$ cat src/rtl/regfile_multiread_if.sv
// rtl/regfile_multiread_if.sv - write/read request and registered read data bus of regfile_multiread
interface regfile_multiread_if #(
  parameter int DATA_WIDTH = 32,
  parameter int ADDR_WIDTH = 5,
  parameter int NUM_READ   = 2
);
  logic                           ctrl_writeEnable;
  logic [ADDR_WIDTH-1:0]          ctrl_writeReg;
  logic [DATA_WIDTH-1:0]          data_writeReg;
  logic [NUM_READ-1:0]            rd_en;
  logic [NUM_READ*ADDR_WIDTH-1:0] ctrl_readReg;
  logic [NUM_READ*DATA_WIDTH-1:0] data_readReg;
  logic [NUM_READ-1:0]            rd_valid;

  modport master (
    output ctrl_writeEnable,
    output ctrl_writeReg,
    output data_writeReg,
    output rd_en,
    output ctrl_readReg,
    input  data_readReg,
    input  rd_valid
  );

  modport slave (
    input  ctrl_writeEnable,
    input  ctrl_writeReg,
    input  data_writeReg,
    input  rd_en,
    input  ctrl_readReg,
    output data_readReg,
    output rd_valid
  );
endinterface

$ cat src/rtl/regfile_multiread.sv
// rtl/regfile_multiread.sv - register file, one write port, NUM_READ registered read ports, r0 = 0
// Define REGFILE_BYPASS_EN to forward same-edge write data to colliding reads.
module regfile_multiread #(
  parameter int DATA_WIDTH = 32,
  parameter int ADDR_WIDTH = 5,
  parameter int NUM_READ   = 2
) (
  input logic                clock,
  input logic                ctrl_reset,
  regfile_multiread_if.slave bus
);
  localparam int NUM_REGS = 2 ** ADDR_WIDTH;

  logic [DATA_WIDTH-1:0]          regs_q  [NUM_REGS];
  logic [DATA_WIDTH-1:0]          regs_d  [NUM_REGS];
  logic [DATA_WIDTH-1:0]          rdata_q [NUM_READ];
  logic [DATA_WIDTH-1:0]          rdata_d [NUM_READ];
  logic [NUM_READ-1:0]            rd_valid_q;
  logic [NUM_READ-1:0]            rd_valid_d;
  logic [ADDR_WIDTH-1:0]          rd_addr [NUM_READ];
  logic [DATA_WIDTH-1:0]          rd_sel  [NUM_READ];
  logic [NUM_READ-1:0]            rd_fwd;
  logic [NUM_READ*DATA_WIDTH-1:0] rdata_packed;
  logic                           wr_hit;

  // Writes to r0 are dropped here, so regs_q[0] never leaves its reset value.
  assign wr_hit = bus.ctrl_writeEnable && (bus.ctrl_writeReg != '0);

  always_comb begin
    for (int r = 0; r < NUM_REGS; r++) begin
      regs_d[r] = regs_q[r];
    end
    if (wr_hit) begin
      regs_d[bus.ctrl_writeReg] = bus.data_writeReg;
    end
  end

  always_comb begin
    for (int p = 0; p < NUM_READ; p++) begin
      rd_addr[p] = bus.ctrl_readReg[p*ADDR_WIDTH +: ADDR_WIDTH];
`ifdef REGFILE_BYPASS_EN
      rd_fwd[p]  = wr_hit && (bus.ctrl_writeReg == rd_addr[p]);
`else
      rd_fwd[p]  = 1'b0;
`endif
      if (rd_addr[p] == '0) begin
        rd_sel[p] = '0;
      end else if (rd_fwd[p]) begin
        rd_sel[p] = bus.data_writeReg;
      end else begin
        rd_sel[p] = regs_q[rd_addr[p]];
      end
    end
  end

  // Idle ports keep their last data; only the valid flag drops.
  always_comb begin
    for (int p = 0; p < NUM_READ; p++) begin
      rdata_d[p] = bus.rd_en[p] ? rd_sel[p] : rdata_q[p];
    end
    rd_valid_d = bus.rd_en;
  end

  always_ff @(posedge clock or negedge ctrl_reset) begin
    if (!ctrl_reset) begin
      for (int r = 0; r < NUM_REGS; r++) begin
        regs_q[r] <= '0;
      end
      for (int p = 0; p < NUM_READ; p++) begin
        rdata_q[p] <= '0;
      end
      rd_valid_q <= '0;
    end else begin
      for (int r = 0; r < NUM_REGS; r++) begin
        regs_q[r] <= regs_d[r];
      end
      for (int p = 0; p < NUM_READ; p++) begin
        rdata_q[p] <= rdata_d[p];
      end
      rd_valid_q <= rd_valid_d;
    end
  end

  always_comb begin
    rdata_packed = '0;
    for (int p = 0; p < NUM_READ; p++) begin
      rdata_packed[p*DATA_WIDTH +: DATA_WIDTH] = rdata_q[p];
    end
  end

  assign bus.data_readReg = rdata_packed;
  assign bus.rd_valid     = rd_valid_q;
endmodule

$ cat src/flat_wrapper.sv
// flat-port wrapper written by rule: the top's interface ports become plain ports
module regfile_multiread_flat 
#(
  parameter int DATA_WIDTH = 32,
  parameter int ADDR_WIDTH = 5,
  parameter int NUM_READ   = 2
)
  (clock, ctrl_reset, bus_ctrl_writeEnable, bus_ctrl_writeReg, bus_data_writeReg, bus_rd_en, bus_ctrl_readReg, bus_data_readReg, bus_rd_valid);
  regfile_multiread_if #(.DATA_WIDTH(DATA_WIDTH), .ADDR_WIDTH(ADDR_WIDTH), .NUM_READ(NUM_READ)) bus_i ();
  input logic clock;
  input logic ctrl_reset;
  input wire logic [$bits(bus_i.ctrl_writeEnable)-1:0] bus_ctrl_writeEnable;
  input wire logic [$bits(bus_i.ctrl_writeReg)-1:0] bus_ctrl_writeReg;
  input wire logic [$bits(bus_i.data_writeReg)-1:0] bus_data_writeReg;
  input wire logic [$bits(bus_i.rd_en)-1:0] bus_rd_en;
  input wire logic [$bits(bus_i.ctrl_readReg)-1:0] bus_ctrl_readReg;
  output wire logic [$bits(bus_i.data_readReg)-1:0] bus_data_readReg;
  output wire logic [$bits(bus_i.rd_valid)-1:0] bus_rd_valid;
  assign bus_i.ctrl_writeEnable = bus_ctrl_writeEnable;
  assign bus_i.ctrl_writeReg = bus_ctrl_writeReg;
  assign bus_i.data_writeReg = bus_data_writeReg;
  assign bus_i.rd_en = bus_rd_en;
  assign bus_i.ctrl_readReg = bus_ctrl_readReg;
  assign bus_data_readReg = bus_i.data_readReg;
  assign bus_rd_valid = bus_i.rd_valid;
  regfile_multiread #(.DATA_WIDTH(DATA_WIDTH), .ADDR_WIDTH(ADDR_WIDTH), .NUM_READ(NUM_READ)) u_core (.clock(clock), .ctrl_reset(ctrl_reset), .bus(bus_i));
endmodule
$ cat config.mk
export PLATFORM = sky130hd
export DESIGN_NAME = regfile_multiread_flat
export DESIGN_NICKNAME = d
export VERILOG_FILES = /design/src/rtl/regfile_multiread_if.sv /design/src/rtl/regfile_multiread.sv /design/src/flat_wrapper.sv
export SDC_FILE = /design/constraint.sdc
export NUM_CORES = 2
export LEC_CHECK = 0
export CAP_MARGIN = 20
export CORE_MARGIN = 2
export CORE_UTILIZATION = 45
export DETAILED_ROUTE_END_ITERATION = 8
export SYNTH_ARGS = -nofsm -noshare
export SYNTH_HDL_FRONTEND = slang
export SYNTH_SLANG_ARGS = --single-unit
$ cat constraint.sdc
create_clock -name clock -period 2.2 [get_ports clock]
set_clock_uncertainty 0.1 [all_clocks]
set_input_delay 0.44 -clock clock [delete_from_list [all_inputs] [get_ports clock]]
set_output_delay 0.44 -clock clock [all_outputs]
set_load 0.01 [all_outputs]
[Word level (Yosys, flattened, before mapping)]
Index checks and enable logic that the tools add are counted.
Cells by class
  $lt $le $gt $ge: 4
  reductions and logical operators: 5
  bitwise logic cells: 3
  muxes and demuxes: 11
Operators by type and width (number)
  bitwise mux 1024 bit: 1
  binary-select mux 32 bit (select 5 bit): 2
  two-way mux 32 bit: 7
  demux 32 bit (select 5 bit): 1
  greater-or-equal comparator 6 bit (second input constant): 3
  NOT 5 -> 6 bit: 3
  logical NOT 5 bit: 2
  less-than comparator 6 x 1 -> 1 bit (second input constant): 1
  nonzero test 5 bit: 1
  logical AND 1 bit: 2
Storage, ports and cells
  register bits after elaboration: 1090
  bits of input ports: 52
  output and inout bits: 66
  word-level logic and storage cells: 58

[Logic depth before layout (Yosys ltp)]
  word-level depth: 6
  depth in mapped cells: 9
  mapped depth without buffers: 4

[Worst setup path before layout]
No wires, ideal clock.
  path kind: input -> register
  start point: input bus_ctrl_readReg[6]
  end point: register u_core.rdata_q, in the netlist u_core.bus.data_readReg[46]
  data required time: 1962 ps
  stages: 8
  buffers on the path: 4
  setup time: 138 ps
  arrival: 2137 ps
  setup slack: -175 ps
  cell sequence: buf_2 > buf_2 > buf_2 > buf_1 > mux2i_1 > o211ai_1 > a2111oi_0 > a21oi_1
On the way
  cells in the longest elaborated chain, start to end: 5
  elaborated cells on any way between the ends: 6
  classes of those cells: mux (4); bitwise (1); reduce/logical (1)
Ends and longest elaborated chain
  from (decl): line flat_wrapper.sv:16  | input wire logic [$bits(bus_i.ctrl_readReg)-1:0] bus_ctrl_readReg;
  NOT 5 -> 6 bit (implied by the code): line regfile_multiread.sv:51  | rd_sel[p] = regs_q[rd_addr[p]];
  binary-select mux 32 bit (select 5 bit): line regfile_multiread.sv:51
  two-way mux 32 bit (implied by the code) (2 in series): line regfile_multiread.sv:51
  two-way mux 32 bit (*): line regfile_multiread.sv:46  | if (rd_addr[p] == '0) begin
  to (signal, indexed assignment): line regfile_multiread.sv:78  | rdata_q[p] <= rdata_d[p];
  to (decl): line regfile_multiread.sv:16  | logic [DATA_WIDTH-1:0] rdata_q [NUM_READ];
Mark *: on every way between the ends. The rest lies on a longest branch, timed or not. The select of a mux whose other input is x is not followed.
A chain may end at the register's enable or synchronous reset.

[Worst setup path in the final report]
  start point: input bus_ctrl_readReg[9]
  end point: register u_core.rdata_q, in the netlist u_core.bus.data_readReg[47]
The elaborated chain is that of the path after synthesis.

==> impl_metrics.ini <==
[worst_setup_path]
r2r_end = u_core.bus.data_readReg[42]$_DFFE_PN0P_
critPathLaunchType = primary input
crit-reg2reg-launch = u_core.regs_q[778]$_DFFE_PN0P_
reg2regPathDepth = 4
worst-setup-path-type = in2reg
rrSetupSlack_ps = 160
arrival_ps = 2670
path_max_fanout = 12
cp.required_ps = 2680
end_kind = flip-flop

[synthesis]
synth_top_area_share_pct = 48.1
synth_common_cells = dfrtp_1 (1090), mux2_2 (1056), mux2i_1 (378)
synthTopCellsByArea = dfrtp_1 (48%), mux2_2 (21%), mux4_2 (13%)
netlist_area_um2 = 56700
synth_nets = 4056
yosysMostFrequentCell = dfrtp_1
yosysTopAreaCell = dfrtp_1
yosysWarningCount = 0
synth_seq_cells = 1090
synth-edff-count = 0
ys.flop_type = dfrtp_1
synthArstFlopShare_pct = 100
synth_cells = 4004
syn_area_per_cell_um2 = 14.1
synth_cell_types = 37
yosysSeqAreaShare_pct = 48.1

[route]
dr.first_iter.drc_count = 3482
avgViaCountPerCell = 6.31
wire_per_inst_um = 30.9
vias = 37900
route.detailed.drc = 0
wl_mm = 186
antenna_left = 0
drt_pass1_iterations = 7

[cells_and_area]
drive_gt1_share_pct = 49.9
utilization_pct = 54.5
finalNonFillerCells = 6012
finalNetCount = 4312
n_antenna_cell = 0
area_growth_pct = 20.6

[placement]
portBuffers = 117
dp.cells = 5784
gp_congestion = 0.857
post-place-ws_ps = -631
place_hpwl_mm = 127

[cts]
cts_max_path_buffers = 3
clock_latency_ps = 750
cts_buffers = 119
cts_htree_levels = 3
cts_root_buf = clkbuf_16
cts_sinks = 1090
cts_tree = yes
path_clk_slew_ps = 60

[timing]
worst_slack_ps = 7.11
report.final.slew_viol_count = 0
slew_headroom_pct = 47.1
worst_pin_slew_ps = 792
grt_setup_unrepaired = no
min_period_ps = 2190
hold_viol_final = 0
period_share_pct = 99.7
setup-violations-final = 0
max_freq_ghz = 0.456

[pwr]
p_per_area_nw_per_um2 = 863
max-vdd-ir-drop_uv = 677
cellLeakagePower_nw = 30.2

[hold_path]
hp-class = in2async

[floorplanning]
pin_count = 118
dieWidth_um = 359
initial_utilization_pct = 45.2
dieArea_um2 = 129000
die_h_um = 359
placementRows = 130
core_area_um2 = 125000

[grt]
grt_max_degree = 94
antenna_found_initial = 9
grt-ovfl-total = 0
grt_pass1_wl_mm = 274
grt_usage_pct = 28.8
first_global_vias = 38900

[run_status]
status = finished, final reports clean

[run]
max-cap-violations = 0
-- worst max-delay path by stage --
| stage | startpoint | end | cells after the start |
|---|---|---|---|
| 2_1_floorplan | bus_ctrl_readReg[5] | u_core.bus.data_readReg[46]$_DFFE_PN0P_ | 7 |
| 4_1_cts | u_core.bus.rd_valid[1]$_DFF_PN0_ | bus_rd_valid[1] | 1 |
| 3_5_place_dp | bus_ctrl_readReg[9] | u_core.bus.data_readReg[55]$_DFFE_PN0P_ | 8 |
| 6_report | bus_ctrl_readReg[9] | u_core.bus.data_readReg[47]$_DFFE_PN0P_ | 8 |
| 5_1_grt | bus_ctrl_readReg[9] | u_core.bus.data_readReg[47]$_DFFE_PN0P_ | 8 |
| 3_3_place_gp | bus_ctrl_readReg[9] | u_core.bus.data_readReg[45]$_DFFE_PN0P_ | 7 |
-- worst max-delay path, cell delays in order --
cell,delay (ps)
clkdlybuf4s50_1,560
buf_4,150
nor4bb_4,730
buf_6,280
buf_12,180
a22o_1,140
or4_1,110
a21oi_1,60
-- state kept, by name, indices dropped and copies added, names as in the netlist --
name	count
u_core.bus.rd_valid	2
u_core.regs_q	1024
u_core.bus.data_readReg	64
-- cell type report --
type                       instances  area [um2]
clock buffer                     178        3570
clock inverter                    45         499
fill                           10300       56900
inverter                           2        7.51
multi-input combinational       2475       28100
sequential                      1090       27300
tap                             1650        2060
timing repair buffer             572        6760
-- kinds of logic (layout without fill, tap and decap cells) --
logic type,after synthesis,in the layout,share of synthesized area [%]
simple gates,335,335,3.18
buf+inv,439,797,3.33
mux,1758,1758,40.5
flops,1090,1090,48.1
compound gates,382,382,4.79
-- layer usage --
layer	track usage [%]	share of wire, %	up-vias
li1	-	-	15800
met1	42.4	45	20600
met2	44.1	46	1245
met3	4.96	6.7	277
met4	7.89	2.4	2
met5	0	0.0070	-
-- per-stage QoR --
| step | setup TNS, ps | hold slack [ps] | area, um2 | power (W) |
|---|---|---|---|---|
| global placement | -288750 | 252 | 64200 | 0.0382 |
| global route | 0 | 72.7 | 68300 | 0.0614 |
| floorplan | -13.7 | 44.4 | 57200 | 0.0343 |
| finish | 0 | 75.9 | 68300 | 0.0590 |
| CTS | 0 | 36.9 | 68300 | 0.0593 |
| detailed placement | -289460 | 250 | 64300 | 0.0386 |
-- repair_timing --
action / in CTS / in global routing
hold buffers: 2 / 0
hold endpoints to repair: 480 / 0
buffers inserted: 3 / 0
gates resized for setup: 84 / 0
setup endpoints to repair: 65 / 0
-- cell usage in the layout (no fill, tap or decap), drive strengths merged, types with 65 or more instances in the layout --
master,netlist,layout
o22ai,124,124
mux4,324,324
dfrtp,1090,1090
mux2i,378,378
clkbuf,282,178
nor2,144,144
buf,155,464
mux2,1056,1056
dlygate4sd2,0,65
nand2b,66,66
a2111oi,66,66
-- report_power, final --
part	switching (W)	internal [W]
registers	0.00281	0.0238
logic	0.00473	0.00700
clock network	0.00862	0.0120
total	0.0162	0.0428
No activity file was read; power rests on OpenSTA's default activity.
